### src/rtl/skyline_pkg.sv
// Shared constants, types and the LFSR step function for the skyline layer.
package skyline_pkg;

    localparam int             LFSR_W    = 9;
    localparam logic [8:0]     LFSR_SEED = 9'h1FF;
    localparam int             LFSR_TAP  = 4;
    localparam int             BAND_MAX  = 16;

    typedef logic [3:0] height_t;
    typedef logic [4:0] band_t;

    // Fibonacci step: shift left, feed back msb xor tap bit.
    function automatic logic [LFSR_W-1:0] lfsr_next(input logic [LFSR_W-1:0] s);
        return {s[LFSR_W-2:0], s[LFSR_W-1] ^ s[LFSR_TAP]};
    endfunction

endpackage

### src/rtl/skyline_lfsr.sv
// 9-bit column-height LFSR register with reset-to-seed, load and step.
module skyline_lfsr
    import skyline_pkg::*;
(
    input  logic              clk,
    input  logic              rst,
    input  logic              i_load,
    input  logic [LFSR_W-1:0] i_load_val,
    input  logic              i_step,
    output logic [LFSR_W-1:0] o_lfsr
);

    logic [LFSR_W-1:0] r_lfsr;

    // Load has priority over step so a line reload always wins.
    always_ff @(posedge clk) begin
        if (rst) begin
            r_lfsr <= LFSR_SEED;
        end else if (i_load) begin
            r_lfsr <= i_load_val;
        end else if (i_step) begin
            r_lfsr <= lfsr_next(r_lfsr);
        end
    end

    assign o_lfsr = r_lfsr;

endmodule

### src/rtl/skyline_layer.sv
// One parallax skyline layer: registered building-present flag per pixel.
// Optional window lights are enabled with the SKYLINE_WINDOWS_EN macro.
module skyline_layer
    import skyline_pkg::*;
#(
    parameter int COL_SHIFT  = 3,
    parameter int SCROLL_DIV = 1,
    parameter int HORIZON    = 128,
    parameter int BAND_SHIFT = 4
) (
    input  logic       clk,
    input  logic       rst,
    input  logic [9:0] hcount,
    input  logic [9:0] vcount,
    input  logic       visible,
    input  logic       line_start,
    input  logic       frame_start,
    output logic       pixel_on,
`ifdef SKYLINE_WINDOWS_EN
    output logic       window_on,
`endif
    output logic [3:0] col_height
);

    localparam int                DIV_W   = (SCROLL_DIV > 1) ? $clog2(SCROLL_DIV) : 1;
    localparam logic [DIV_W-1:0]  DIV_MAX = DIV_W'(SCROLL_DIV - 1);

    logic [DIV_W-1:0]     r_frame_div;
    logic [COL_SHIFT-1:0] r_base_sub;
    logic [COL_SHIFT-1:0] r_work_sub;
    band_t                r_band;
    logic                 r_pixel_on;
    height_t              r_col_height;

    logic                 w_advance;
    logic                 w_base_step;
    logic                 w_work_step;
    logic [COL_SHIFT-1:0] w_base_sub_next;
    logic [LFSR_W-1:0]    w_base_lfsr;
    logic [LFSR_W-1:0]    w_base_lfsr_next;
    logic [LFSR_W-1:0]    w_work_lfsr;
    height_t              w_height;
    logic                 w_pixel_on_next;
    logic [9:0]           w_vdiff;
    logic [9:0]           w_band_idx;
    band_t                w_band_next;

    // Post-advance base is what a coincident line_start must load.
    assign w_advance        = frame_start && (r_frame_div == DIV_MAX);
    assign w_base_step      = w_advance && (r_base_sub == '1);
    assign w_base_sub_next  = w_advance ? r_base_sub + 1'b1 : r_base_sub;
    assign w_base_lfsr_next = w_base_step ? lfsr_next(w_base_lfsr) : w_base_lfsr;
    assign w_work_step      = visible && !line_start && (r_work_sub == '1);

    assign w_height         = w_work_lfsr[3:0];
    assign w_pixel_on_next  = visible && ({1'b0, w_height} < r_band);

    always_comb begin
        w_vdiff    = vcount - 10'(HORIZON);
        w_band_idx = w_vdiff >> BAND_SHIFT;
        if (vcount < 10'(HORIZON)) begin
            w_band_next = '0;
        end else if (w_band_idx >= 10'(BAND_MAX - 1)) begin
            w_band_next = band_t'(BAND_MAX);
        end else begin
            w_band_next = band_t'(w_band_idx + 10'd1);
        end
    end

    skyline_lfsr u_base (
        .clk        (clk),
        .rst        (rst),
        .i_load     (1'b0),
        .i_load_val ('0),
        .i_step     (w_base_step),
        .o_lfsr     (w_base_lfsr)
    );

    skyline_lfsr u_work (
        .clk        (clk),
        .rst        (rst),
        .i_load     (line_start),
        .i_load_val (w_base_lfsr_next),
        .i_step     (w_work_step),
        .o_lfsr     (w_work_lfsr)
    );

    always_ff @(posedge clk) begin
        if (rst) begin
            r_frame_div  <= '0;
            r_base_sub   <= '0;
            r_work_sub   <= '0;
            r_band       <= '0;
            r_pixel_on   <= 1'b0;
            r_col_height <= 4'hF;
        end else begin
            if (frame_start) begin
                r_frame_div <= w_advance ? '0 : r_frame_div + 1'b1;
            end
            r_base_sub <= w_base_sub_next;
            if (line_start) begin
                r_band     <= w_band_next;
                r_work_sub <= w_base_sub_next;
            end else if (visible) begin
                r_work_sub <= r_work_sub + 1'b1;
            end
            r_pixel_on <= w_pixel_on_next;
            if (visible) begin
                r_col_height <= w_height;
            end
        end
    end

    assign pixel_on   = r_pixel_on;
    assign col_height = r_col_height;

    logic w_unused_lfsr;
    assign w_unused_lfsr = ^w_work_lfsr;

`ifdef SKYLINE_WINDOWS_EN
    logic r_window_on;

    always_ff @(posedge clk) begin
        if (rst) begin
            r_window_on <= 1'b0;
        end else begin
            r_window_on <= w_pixel_on_next && (hcount[1:0] == 2'b01)
                           && (vcount[1:0] == 2'b01) && w_work_lfsr[4];
        end
    end

    assign window_on = r_window_on;
`else
    logic w_unused_hcount;
    assign w_unused_hcount = ^hcount;
`endif

endmodule

### config.mk
export PLATFORM = sky130hd
export DESIGN_NAME = skyline_layer
export DESIGN_NICKNAME = d
export VERILOG_FILES = /design/src/rtl/skyline_pkg.sv /design/src/rtl/skyline_lfsr.sv /design/src/rtl/skyline_layer.sv
export SDC_FILE = /design/constraint.sdc
export NUM_CORES = 1
export LEC_CHECK = 0
export CAP_MARGIN = 30
export CORE_MARGIN = 5
export CORE_UTILIZATION = 62
export CTS_BUF_LIST = sky130_fd_sc_hd__clkbuf_16
export CTS_CLUSTER_SIZE = 30
export DETAILED_ROUTE_END_ITERATION = 7
export DONT_BUFFER_PORTS = 1
export PLACE_DENSITY = 0.75
export SETUP_SLACK_MARGIN = 0.2
export SLEW_MARGIN = 15
export SYNTH_ARGS = -nofsm -noshare
export SYNTH_HDL_FRONTEND = slang
export SYNTH_HIERARCHICAL = 1
export SYNTH_SLANG_ARGS = --single-unit
### constraint.sdc
create_clock -name clk -period 2.2 [get_ports clk]
set_input_delay 0.44 -clock clk [delete_from_list [all_inputs] [get_ports clk]]
set_output_delay 0.44 -clock clk [all_outputs]
set_load 0.01 [all_outputs]
==> reports/metrics.yaml <==
status: "complete, no violations"
h-tree-depth: 2
die-area_um2: 4180
critPathRequiredTime_ns: 2.35
antenna_found_initial: 0
netlist_area_um2: 1850
numCtsBuffers: 5
netlist_instances: 186
critical_path_arrival_ns: 2.01
drc: 0
synth-seq-cells: 35
final_cell_count_no_fill: 226
place.gp.congestion: 0.716
grt_first_pass_wirelength_mm: 5.56
swShare: 0.223
synth_ff_type: "dfxtp_1"
cts_tree: "built"
power.combinational.fraction: 0.082
vias_per_cell: 5.76
hpwl_mm: 2.29
finalHoldViolCount: 0
cts_setup_buffers: 0
rsz0062_at_grt: "no"
antenna_cells: 0
p_switching_uw: 329
grt_max_degree: 41
std_cell_rows: 19
tns_ns: 0
cts_hold_buf: 0
critPathLaunchType: "flip-flop"
fmax_ghz: 0.539
worstSkewPairLatency_ns: 0.27
clkPwrFrac: 0.445
synth_edf_count: 0
irDropWorstVdd_mv: 0.460
end_kind: "flip-flop"
avgSynthCellArea_um2: 9.97
wl_per_cell_um: 14.3
io_pins: 30
area_delta_synth_final_pct: 8.10
grt_pass1_vias: 1259
core_area_um2: 2810
slew_viol_final: 0
num-fill-cells: 222
gr-total-overflow: 0
drt_iter0_markers: 83
clockBufferDepth: 2
skew_ns: 0.00250
num_vias: 1302
clock-root-buffer: "clkbuf_16"
power_density_nw_per_um2: 735
seq_power_share: 0.473
initial_core_util: 0.661
cts.clk_slew.worst_paths_ns: 0.05
cts.repair.resized: 0
yosysSeqAreaShare: 0.378
finalPower_uw: 1470
io_buffers: 0
worstSetupPathType: "flip-flop to flip-flop"
setup_ws_ns: 0.343
yosysUniqueCellTypes: 36
critPathMaxFanout: 11
fin_crit_sh: 0.844
ys_warn_count: 6
drt-pass1-iter-count: 4
routed_wl_mm: 3.24
dp.cells: 218
power.internal_uw: 1150
ant_nets: 0
setup_viol: 0
maxCapViolations: 0
finalCriticalPeriod_ns: 1.86
drive_gt1_frac: 0.123
p_leak_uw: 0.000761
fin_util: 0.715
nets: 228
track_usage: 0.171
post-place-ws_ns: 0.360
cts_sinks: 35
die_y_um: 64.7
r2r_slack_ns: 0.34
hp-class: "primary input to flip-flop"
async_flop_share: 0
die_width_um: 64.7
-- flip-flops by register name (all words and copies together), names as in the netlist --
name and cells:
pixel_on 1, r_band 5, u_base/o_lfsr 9, r_work_sub 3, r_base_sub 3, col_height 4, r_frame_div 1, u_work/o_lfsr 9
-- cells in the final DEF (no fill, tap or decap), types with 3 or more instances in the layout --
master	count
nor2_1	6
nor3b_1	18
a211o_1	4
dfxtp_1	35
xor2_1	5
nand2b_1	5
mux2i_1	21
nand3_1	5
clkbuf_16	5
a21oi_1	19
nor2b_1	3
nand3b_1	4
ha_1	9
o31ai_1	3
conb_1	11
mux2_2	10
inv_1	8
-- Yosys cell counts (all sizes together), types with 3 or more instances --
master,instances,share of area
buf,8,0.036
nand2b,5,0.017
nand3b,4,0.016
a211o,4,0.019
inv,7,0.014
o21ai,3,0.0081
ha,9,0.061
nor2b,3,0.010
nor3b,18,0.073
nor2,8,0.019
xor2,5,0.024
dfxtp,35,0.38
o31ai,3,0.012
mux2i,21,0.11
a21oi,19,0.051
mux2,10,0.061
nand3,5,0.013
-- layer usage --
metal	wire length, um	up-vias	global-route usage
li1	-	672	-
met1	1600	606	0.211
met2	1470	22	0.271
met3	146	2	0.0725
met4	18	0	0.0554
met5	0	-	0
-- per-stage QoR --
stage	area (um^2)	hold slack (ns)
floorplan	1890	0.456
global placement	1860	0.462
detailed placement	1860	0.473
CTS	2000	0.228
global route	2000	0.224
finish	2000	0.234
-- area by class of cell --
type                    instances  area [um^2]  area share
clock buffers                   5          125      0.0624
clock inverters                 3         16.3     0.00811
inverters                       8         30.0      0.0150
multi-input cells             143         1090       0.542
flip-flops and latches         35          701       0.350
well taps                      31         38.8      0.0194
repair buffers                  1         7.51     0.00375
-- final timing paths --
check / from / endpoint / cells past startpoint
max: r_base_sub[0]$_SDFF_PP0_ / u_work/o_lfsr[4]$_SDFFE_PP1P_ / 6
min: frame_start / r_frame_div$_SDFFE_PP0P_ / 1
max reg2reg: r_base_sub[0]$_SDFF_PP0_ / u_work/o_lfsr[4]$_SDFFE_PP1P_ / 6
min reg2reg: r_frame_div$_SDFFE_PP0P_ / r_frame_div$_SDFFE_PP0P_ / 1
-- cell families (layout without fill, tap and decap cells) --
kind of cell / count (synthesis) / in the layout / share of synthesized area
AOI/OAI and AO/OA: 35 / 35 / 0.123
xor gates and xnor gates: 7 / 7 / 0.0331
adders and majority gates: 9 / 9 / 0.0607
buffers and inverters: 18 / 17 / 0.0567
DFF: 35 / 35 / 0.378
muxes: 31 / 31 / 0.174
other: 1 / 11 / 0.00202
and+or+nand+nor: 50 / 50 / 0.173
-- power by group through the flow --
stage                     clock network, uW  registers (uW)  logic (uW)
after global routing                    711             701         137
after detailed placement                  0             711         118
after floorplan                           0             702         120
final                                   656             697         120
after CTS                               668             697         119
after global placement                    0             709         113
-- critical path, stage by stage, from the launching register on --
cell      delay [ns]
dfxtp_1         0.32
ha_1            0.21
ha_1            0.18
nand3b_1        0.35
mux2_2          0.39
nor3b_1         0.23
a21oi_1         0.06
No activity file was read; power rests on OpenSTA's default activity.
